===== src/rtl/vga_timing_pkg.sv =====
// Shared constants and helpers for the raster timing generator.
// Default timing is 1280x960@60 with a 108 MHz pixel clock.
package vga_timing_pkg;

    // Width of both raster counters; totals must fit in this range.
    localparam int unsigned COUNT_W   = 12;
    localparam int unsigned MAX_TOTAL = 4096;

    // Default horizontal timing (pixels).
    localparam int unsigned H_ACTIVE_DEF = 1280;
    localparam int unsigned H_FP_DEF     = 96;
    localparam int unsigned H_SYNC_DEF   = 112;
    localparam int unsigned H_BP_DEF     = 312;

    // Default vertical timing (lines).
    localparam int unsigned V_ACTIVE_DEF = 960;
    localparam int unsigned V_FP_DEF     = 1;
    localparam int unsigned V_SYNC_DEF   = 3;
    localparam int unsigned V_BP_DEF     = 36;

    // Raster coordinate type used by consumers of the counts.
    typedef logic [COUNT_W-1:0] count_t;

    // Snapshot of one raster position with its decoded qualifiers.
    typedef struct packed {
        count_t h;
        count_t v;
        logic   display_en;
        logic   h_sync;
        logic   v_sync;
        logic   line_start;
        logic   frame_start;
    } raster_pos_t;

    // Period of one axis: active region plus the three blanking segments.
    function automatic int unsigned axis_total(
        input int unsigned active,
        input int unsigned fp,
        input int unsigned sync,
        input int unsigned bp
    );
        return active + fp + sync + bp;
    endfunction

    // Pixels per line including blanking.
    function automatic int unsigned h_total(
        input int unsigned active,
        input int unsigned fp,
        input int unsigned sync,
        input int unsigned bp
    );
        return axis_total(active, fp, sync, bp);
    endfunction

    // Lines per frame including blanking.
    function automatic int unsigned v_total(
        input int unsigned active,
        input int unsigned fp,
        input int unsigned sync,
        input int unsigned bp
    );
        return axis_total(active, fp, sync, bp);
    endfunction

endpackage


===== src/rtl/vga_timing_gen_axis.sv =====
// One raster axis: modulo counter with increment enable and wrap output,
// plus the active-region and sync-window decode of the *next* count so the
// parent can register flags in the same cycle as the count itself.
module timing_axis
    import vga_timing_pkg::*;
#(
    parameter int unsigned ACTIVE   = H_ACTIVE_DEF,
    parameter int unsigned FP       = H_FP_DEF,
    parameter int unsigned SYNC     = H_SYNC_DEF,
    parameter int unsigned BP       = H_BP_DEF,
    parameter bit          SYNC_POL = 1'b1
) (
    input  logic               clk_i,
    input  logic               reset_i,
    input  logic               upd_i,
    input  logic               inc_i,
    output logic [COUNT_W-1:0] count_o,
    output logic               sync_o,
    output logic               wrap_o,
    output logic               next_active_o,
    output logic               next_zero_o
);

    localparam int unsigned TOTAL = axis_total(ACTIVE, FP, SYNC, BP);
    // Window bounds are compared one bit wider so an end bound equal to
    // MAX_TOTAL cannot alias back to zero.
    localparam int unsigned EXT_W = COUNT_W + 1;

    localparam logic [COUNT_W-1:0] LAST_C       = COUNT_W'(TOTAL - 1);
    localparam logic [EXT_W-1:0]   ACT_END_C    = EXT_W'(ACTIVE);
    localparam logic [EXT_W-1:0]   SYNC_BEG_C   = EXT_W'(ACTIVE + FP);
    localparam logic [EXT_W-1:0]   SYNC_END_C   = EXT_W'(ACTIVE + FP + SYNC);
    localparam logic               SYNC_ON_C    = SYNC_POL;
    localparam logic               SYNC_OFF_C   = ~SYNC_POL;

    logic [COUNT_W-1:0] count_q;
    logic [COUNT_W-1:0] count_d;
    logic               sync_q;
    logic               sync_d;
    logic [EXT_W-1:0]   count_ext_s;
    logic               at_last_s;

    assign at_last_s = (count_q == LAST_C);

    // Next count: increment modulo TOTAL when enabled, otherwise hold.
    always_comb begin
        count_d = count_q;
        if (inc_i) begin
            if (at_last_s) begin
                count_d = {COUNT_W{1'b0}};
            end else begin
                count_d = count_q + {{(COUNT_W-1){1'b0}}, 1'b1};
            end
        end else begin
            count_d = count_q;
        end
    end

    assign count_ext_s = {1'b0, count_d};

    // Decode region membership of the next count for same-cycle registration.
    always_comb begin
        next_active_o = 1'b0;
        next_zero_o   = 1'b0;
        sync_d        = SYNC_OFF_C;
        next_active_o = (count_ext_s < ACT_END_C);
        next_zero_o   = (count_d == {COUNT_W{1'b0}});
        if ((count_ext_s >= SYNC_BEG_C) && (count_ext_s < SYNC_END_C)) begin
            sync_d = SYNC_ON_C;
        end else begin
            sync_d = SYNC_OFF_C;
        end
    end

    // Wrap only reported when the counter actually rolls over this edge.
    assign wrap_o = inc_i & at_last_s;

    // Count and sync register; reset parks at zero with sync inactive.
    always_ff @(posedge clk_i) begin
        if (reset_i) begin
            count_q <= {COUNT_W{1'b0}};
            sync_q  <= SYNC_OFF_C;
        end else if (upd_i) begin
            count_q <= count_d;
            sync_q  <= sync_d;
        end else begin
            count_q <= count_q;
            sync_q  <= sync_q;
        end
    end

    assign count_o = count_q;
    assign sync_o  = sync_q;

endmodule


===== src/rtl/vga_timing_gen.sv =====
// Raster timing generator: pixel coordinates, active-video qualifier,
// HSYNC/VSYNC and line/frame markers, all registered with zero skew.
module vga_timing_gen
    import vga_timing_pkg::*;
#(
    parameter int unsigned H_ACTIVE   = H_ACTIVE_DEF,
    parameter int unsigned H_FP       = H_FP_DEF,
    parameter int unsigned H_SYNC     = H_SYNC_DEF,
    parameter int unsigned H_BP       = H_BP_DEF,
    parameter int unsigned V_ACTIVE   = V_ACTIVE_DEF,
    parameter int unsigned V_FP       = V_FP_DEF,
    parameter int unsigned V_SYNC     = V_SYNC_DEF,
    parameter int unsigned V_BP       = V_BP_DEF,
    parameter bit          H_SYNC_POL = 1'b1,
    parameter bit          V_SYNC_POL = 1'b1
) (
    input  logic               clk_in,
    input  logic               reset,
    input  logic               pix_ce,
    output logic [COUNT_W-1:0] h_count,
    output logic [COUNT_W-1:0] v_count,
    output logic               display_en,
    output logic               h_sync,
    output logic               v_sync,
    output logic               line_start,
    output logic               frame_start
);

    localparam int unsigned H_TOTAL = h_total(H_ACTIVE, H_FP, H_SYNC, H_BP);
    localparam int unsigned V_TOTAL = v_total(V_ACTIVE, V_FP, V_SYNC, V_BP);

    // Refuse to build a raster the 12-bit counters cannot represent.
    if (H_TOTAL > MAX_TOTAL) begin : g_h_total_too_big
        $error("vga_timing_gen: H_TOTAL exceeds counter range");
    end
    if (V_TOTAL > MAX_TOTAL) begin : g_v_total_too_big
        $error("vga_timing_gen: V_TOTAL exceeds counter range");
    end

    logic primed_q;
    logic primed_d;
    logic h_inc_s;
    logic h_wrap_s;
    logic v_inc_s;
    logic v_wrap_s;
    logic h_next_active_s;
    logic h_next_zero_s;
    logic v_next_active_s;
    logic v_next_zero_s;

    logic display_en_q;
    logic display_en_d;
    logic line_start_q;
    logic line_start_d;
    logic frame_start_q;
    logic frame_start_d;

    // The first enabled edge after reset only primes: position stays (0,0)
    // so the pattern stage sees pixel 0 with its markers before any advance.
    always_comb begin
        primed_d = primed_q;
        if (pix_ce) begin
            primed_d = 1'b1;
        end else begin
            primed_d = primed_q;
        end
    end

    assign h_inc_s = pix_ce & primed_q;
    assign v_inc_s = h_wrap_s & pix_ce;

    // Priming flag register.
    always_ff @(posedge clk_in) begin
        if (reset) begin
            primed_q <= 1'b0;
        end else begin
            primed_q <= primed_d;
        end
    end

    timing_axis #(
        .ACTIVE   (H_ACTIVE),
        .FP       (H_FP),
        .SYNC     (H_SYNC),
        .BP       (H_BP),
        .SYNC_POL (H_SYNC_POL)
    ) u_h_axis (
        .clk_i         (clk_in),
        .reset_i       (reset),
        .upd_i         (pix_ce),
        .inc_i         (h_inc_s),
        .count_o       (h_count),
        .sync_o        (h_sync),
        .wrap_o        (h_wrap_s),
        .next_active_o (h_next_active_s),
        .next_zero_o   (h_next_zero_s)
    );

    // Vertical axis steps only on the horizontal wrap, so its sync edges
    // coincide with h_count returning to zero.
    timing_axis #(
        .ACTIVE   (V_ACTIVE),
        .FP       (V_FP),
        .SYNC     (V_SYNC),
        .BP       (V_BP),
        .SYNC_POL (V_SYNC_POL)
    ) u_v_axis (
        .clk_i         (clk_in),
        .reset_i       (reset),
        .upd_i         (pix_ce),
        .inc_i         (v_inc_s),
        .count_o       (v_count),
        .sync_o        (v_sync),
        .wrap_o        (v_wrap_s),
        .next_active_o (v_next_active_s),
        .next_zero_o   (v_next_zero_s)
    );

    // Combine per-axis next-position decodes into the joint raster flags.
    always_comb begin
        display_en_d  = 1'b0;
        line_start_d  = 1'b0;
        frame_start_d = 1'b0;
        display_en_d  = h_next_active_s & v_next_active_s;
        line_start_d  = h_next_zero_s;
        frame_start_d = h_next_zero_s & v_next_zero_s;
    end

    // Joint flags registered on the same enable as the counts.
    always_ff @(posedge clk_in) begin
        if (reset) begin
            display_en_q  <= 1'b0;
            line_start_q  <= 1'b0;
            frame_start_q <= 1'b0;
        end else if (pix_ce) begin
            display_en_q  <= display_en_d;
            line_start_q  <= line_start_d;
            frame_start_q <= frame_start_d;
        end else begin
            display_en_q  <= display_en_q;
            line_start_q  <= line_start_q;
            frame_start_q <= frame_start_q;
        end
    end

    assign display_en  = display_en_q;
    assign line_start  = line_start_q;
    assign frame_start = frame_start_q;

endmodule


===== config.mk =====
export PLATFORM = sky130hd
export DESIGN_NAME = vga_timing_gen
export DESIGN_NICKNAME = d
export VERILOG_FILES = /design/src/rtl/vga_timing_pkg.sv /design/src/rtl/vga_timing_gen_axis.sv /design/src/rtl/vga_timing_gen.sv
export SDC_FILE = /design/constraint.sdc
export NUM_CORES = 1
export LEC_CHECK = 0
export ABC_AREA = 1
export BUFFER_PORTS_ARGS = -buffer_cell sky130_fd_sc_hd__buf_2
export CORE_MARGIN = 1.5
export CORE_UTILIZATION = 35
export CTS_CLUSTER_DIAMETER = 50
export DETAILED_ROUTE_END_ITERATION = 10
export PLACE_DENSITY = 0.56
export SETUP_SLACK_MARGIN = 0.5
export SYNTH_ARGS = -nofsm -noshare
export SYNTH_HDL_FRONTEND = slang
export SYNTH_SLANG_ARGS = --single-unit

===== constraint.sdc =====
create_clock -name clk_in -period 1.7 [get_ports clk_in]
set_input_delay 0 -clock clk_in [delete_from_list [all_inputs] [get_ports clk_in]]
set_output_delay 0 -clock clk_in [all_outputs]
set_load 0.1 [all_outputs]

After elaboration in Yosys (flattened, before gate mapping)
Cells that the tools add are included.

Input bits: 3. Word-level logic and storage cells: 33. Bits in registers: 30. Output and inout bits: 29.

$lt $le $gt $ge: 6. Eq/ne operators: 2. Bitwise logic cells: 5. $add $sub $neg: 2. Reductions and logical operators: 4. Muxes and demuxes: 6.

Operators with widths (count): $mux W12 (4); $add A12 B1 Y12 const B (2); $logic_not A12 Y1 (2); $lt A12 B10 Y1 const B (2); $lt A12 B11 Y1 const B (2); $eq A12 B10 Y1 const B (1); $eq A12 B11 Y1 const B (1); $ge A12 B10 Y1 const B (1); $ge A12 B11 Y1 const B (1); $and A1 B1 Y1 (5); $logic_and A1 B1 Y1 (2); $mux W1 (2).

Logic depth before layout (Yosys ltp)
Depth in word-level cells: 7. Depth in mapped cells: 15.

By module
A second synthesis with hierarchy kept.

Cell total of the unflattened synthesis: 333. Area total of the unflattened synthesis: 2058.2 sq um.

Modules (own cells, without submodules): timing_axis (u_v_axis) (instances 1, area each 973.4 sq um, cells an instance 155, sequential area each 260.2 sq um); timing_axis (u_h_axis) (instances 1, area each 938.4 sq um, cells an instance 158, sequential area each 260.2 sq um); vga_timing_gen (instances 1, area each 146.4 sq um, cells an instance 20, sequential area each 80.1 sq um).

Worst setup path after synthesis
No wires, ideal clock.

Kind: reg-to-reg. Start point: register u_h_axis.count_q[0], in the netlist u_h_axis.count_o[0]. End point: register frame_start_q, in the netlist frame_start. Arrival: 2.449 ns. Setup time: 0.067 ns. Cell stages (with the launch flop): 15. Slack: -0.817 ns. Cells stage by stage: dfxtp_1 > ha_1 > nand3_1 > nor2_4 > nand3_4 > buf_6 > nand2_2 > nand2_2 > inv_2 > nand3_1 > nor2_1 > nand2_1 > nor2_1 > nand2_1 > a21oi_2.

Word-level cells in the longest chain between the ends: 6. Elaborated cells on any way between the ends: 10. Classes of those cells: 1 x add/sub; 1 x eq/ne; 3 x mux; 3 x bitwise; 2 x reduce/logical.

Ends and longest elaborated chain: from (decl) (line vga_timing_gen_axis.sv:36) `logic [COUNT_W-1:0] count_q;`; from (signal assigned) (line vga_timing_gen_axis.sv:81) `count_q <= {COUNT_W{1'b0}};`; from (signal assigned) (line vga_timing_gen_axis.sv:84) `count_q <= count_d;`; from (signal assigned) (line vga_timing_gen_axis.sv:87) `count_q <= count_q;`; branches (longest 5 deep; another with $add A12 B1 Y12); $and A1 B1 Y1 * (line vga_timing_gen.sv:126) `frame_start_d = h_next_zero_s & v_next_zero_s;`; to (signal assigned) (line vga_timing_gen.sv:138) `frame_start_q <= frame_start_d;`; to (signal assigned) (line vga_timing_gen.sv:142) `frame_start_q <= frame_start_q;`; to (decl) (line vga_timing_gen.sv:55) `logic frame_start_q;`.

Every way passes the cells marked *. A chain may end at the register's enable or synchronous reset.

Final worst setup path
Start point: register u_h_axis.count_q[6], in the netlist u_h_axis.count_o[6]. End point: register frame_start_q, in the netlist frame_start.

Same word-level chain as after synthesis.

==> flow_summary.toml <==
[critical_path]
critical_path_class = "flip-flop to flip-flop"
cpLargestDelayFamily = "simple AND/OR/NAND/NOR gates"
path_cells = "nor2_2 > nand2_2 > nor2_4 > nand2_2 > nor2_4 > buf_4 > nand3_2 > nand3_1 > nor2_1 > nand2_1 > nor2_1 > nand2_1 > a21oi_2"
startpoint_type = "flip-flop"
endpoint_kind = "flip-flop"
worst_ep_arrival_time_ns = 1.97
critPathSlowestCell = "dfxtp_4"
cpPeakStageDelay_ns = 0.36
cp_num_buf_inv = 1
cp_data_required_time_ns = 1.84
worstPathMaxFanout = 5

[clock_network]
clk_latency_ns = 0.29
cts_sinks = 30
cts_buffers = 5
cts-htree-levels = 2
clkTransAtPathRegs_ns = 0.06
cts_tree = "done"
cts_root_buffer = "clkbuf_8"
postCtsHoldBufs = 0
clockBufferDepth = 2

[finish]
fillers = 563
drive_gt1_share_pct = 49.0
final_cells = 515
multi_input_area_mm2 = 0.00149
seqCellArea_um2 = 687
area_growth_pct = 58.8
antenna_cells = 0
finalNetCount = 447

[sta]
finalClockSkew_ns = 0.00938
fin_crit_sh_pct = 107
tightestPinTransition_ns = 0.607
rsz0062_at_grt = "yes"
finalWorstSetupSlack_ns = -0.125
slew_headroom_pct = 59.5
slew_violations = 0
setup-tns-final_ns = -0.350
hold_viol_final = 0
min_period_ns = 1.82
max_freq_mhz = 548
setup_viol = 5

[grt]
grt_usage_pct = 21.7
met3_usage_pct = 4.23
top_usage_layer = "met2"
gr-usage-met1_pct = 29.4
grt_overflow = 0
grt_use_met2_pct = 34.0
grt_max_degree = 31
antenna_found_initial = 0
grt_pass1_vias = 2369
grt_pass1_wl_um = 10800

[floorplanning]
die_x_um = 80.0
die-height_um = 80.0
dieArea_mm2 = 0.00639
fp-row-count = 27
start_util_pct = 37.0
core_region_area_mm2 = 0.00561
ios = 32

[route]
drcViolationCount = 0
drt_wl_total_um = 6620
vias = 2519
drtAntennaViolNets = 0
drt_iter0_markers = 174
firstDrtPassIters = 5
via_per_inst = 4.89
post_drt_wl_per_cell_um = 12.9

[logic_synthesis]
synth.cell_area_mm2 = 0.00207
ys_warn_count = 0
synth_fa_ha_area_share_pct = 1.21
synth_compound_area_share_pct = 5.67
synth.area.mux_share_pct = 0
syn_nets = 344
async_reset_ff_share_pct = 0
synth_top_family_by_area = "simple AND/OR/NAND/NOR gates"
synth_commonest_cells = "nand2_1, nor2_1, inv_1"
synth_edf_count = 0
synth-seq-cells = 30
synth_top_cell_by_area = "dfxtp_1"
ys_types = 33
yosysSeqAreaShare_pct = 29.0
synth-main-ff-cell = "dfxtp_1"
synth-xor-area-share_pct = 1.69
synth.most_common_cell = "nand2_1"
synthCells = 339
yosys.area_share.simple_pct = 51.1
synth.avg_cell_area_um2 = 6.12
synth.area.top_cells = "dfxtp_1, nand2_1, nor2_1"
netlist.area_leader.share_pct = 29.0

[min_path]
hold_class = "input port to flip-flop"

[run]
max_cap_violations = 0

[power_and_ir_drop]
ir_drop_v = 0.000430
p_per_area_mw_per_mm2 = 469
leakagePower_nw = 1.52

[placed_design]
io_buffers = 31
dp.cells = 492
dp_hpwl_um = 4740
place.gp.congestion = 0.873

[run_status]
status = "finished, violations left"
violations = "setup timing"
-- layout by cell type (no fill, tap or decap), types with 11 or more instances in the layout --
| cell | synthesis | routed |
|---|---|---|
| nor2_2 | 7 | 11 |
| inv_1 | 40 | 35 |
| buf_4 | 0 | 69 |
| inv_2 | 6 | 11 |
| nand2_2 | 5 | 12 |
| nor2_4 | 3 | 13 |
| dfxtp_4 | 0 | 22 |
| nor2_1 | 64 | 50 |
| nand3_2 | 4 | 13 |
| nand2_1 | 84 | 75 |
| buf_2 | 2 | 23 |
| nand3_1 | 37 | 27 |
-- power by group --
group	total (mW)	internal, mW	switching, mW
clock network	0.684	0.409	0.275
logic	0.169	0.0405	0.129
registers	0.690	0.682	0.00809
-- worst min-delay path, delay by kind of cell --
family	cells	cell delay, ns
buffers and inverters	1	0.17
and+or+nand+nor	2	0.14
-- path summary, 6_finish.rpt --
check / end / cells after the start / slack (ns) / from
hold / removal: primed_q$_SDFFE_PP0P_ / 3 / 0.06 / pix_ce
setup reg to reg: frame_start$_SDFFE_PP0P_ / 13 / -0.12 / u_h_axis.count_o[6]$_SDFFE_PP0P_
hold reg to reg: display_en$_SDFFE_PP0P_ / 2 / 0.47 / display_en$_SDFFE_PP0P_
setup / recovery: frame_start$_SDFFE_PP0P_ / 13 / -0.12 / u_h_axis.count_o[6]$_SDFFE_PP0P_
-- layout make-up --
type                       instances  share of cell area [%]
inverter                          49                    5.89
tap                               72                    2.74
clock buffer                       8                    3.34
timing repair buffer             102                    22.0
multi-input combinational        254                    45.2
sequential                        30                    20.9
-- through the flow --
| stage | utilization [%] | hold slack (ns) | power (mW) | area [um^2] | setup slack, ns |
|---|---|---|---|---|---|
| after floorplan | - | 0.121 | 0.825 | 2250 | -0.120 |
| after global placement | 51.2 | 0.338 | 0.866 | 2870 | -0.118 |
| after detailed placement | 51.2 | 0.350 | 0.868 | 2870 | -0.101 |
| after CTS | 55.6 | 0.0543 | 1.56 | 3120 | -0.0992 |
| after global routing | 58.7 | 0.0706 | 1.61 | 3290 | -0.231 |
| final | 58.7 | 0.0565 | 1.54 | 3290 | -0.125 |
-- routing by layer --
metal	up-vias	wire, um
li1	1284	-
met1	1144	3120
met2	79	3050
met3	12	331
met4	0	117
met5	-	0
-- cells by family after synthesis --
family                   count (synthesis)
AO/OA/AOI/OAI                           20
XOR/XNOR                                 4
adder cells (fa/ha/maj)                  2
buffers and inverters                   56
flip-flops                              30
AND/OR/NAND/NOR                        227
-- sequential cells by signal, indices dropped and copies added, names as in the netlist --
signal and cells:
u_h_axis.count_o 12, u_v_axis.count_o 12, display_en 1, frame_start 1, line_start 1, primed_q 1
u_h_axis.sync_o 1, u_v_axis.sync_o 1
-- timing repair --
action                     CTS  global route
hold endpoints to repair     0             0
gates resized for setup     25            33
setup endpoints to repair   29            33
buffers inserted             7             7
gates cloned                 1             0
pin swaps                   19            17
Power figures use the tool's default switching activity.
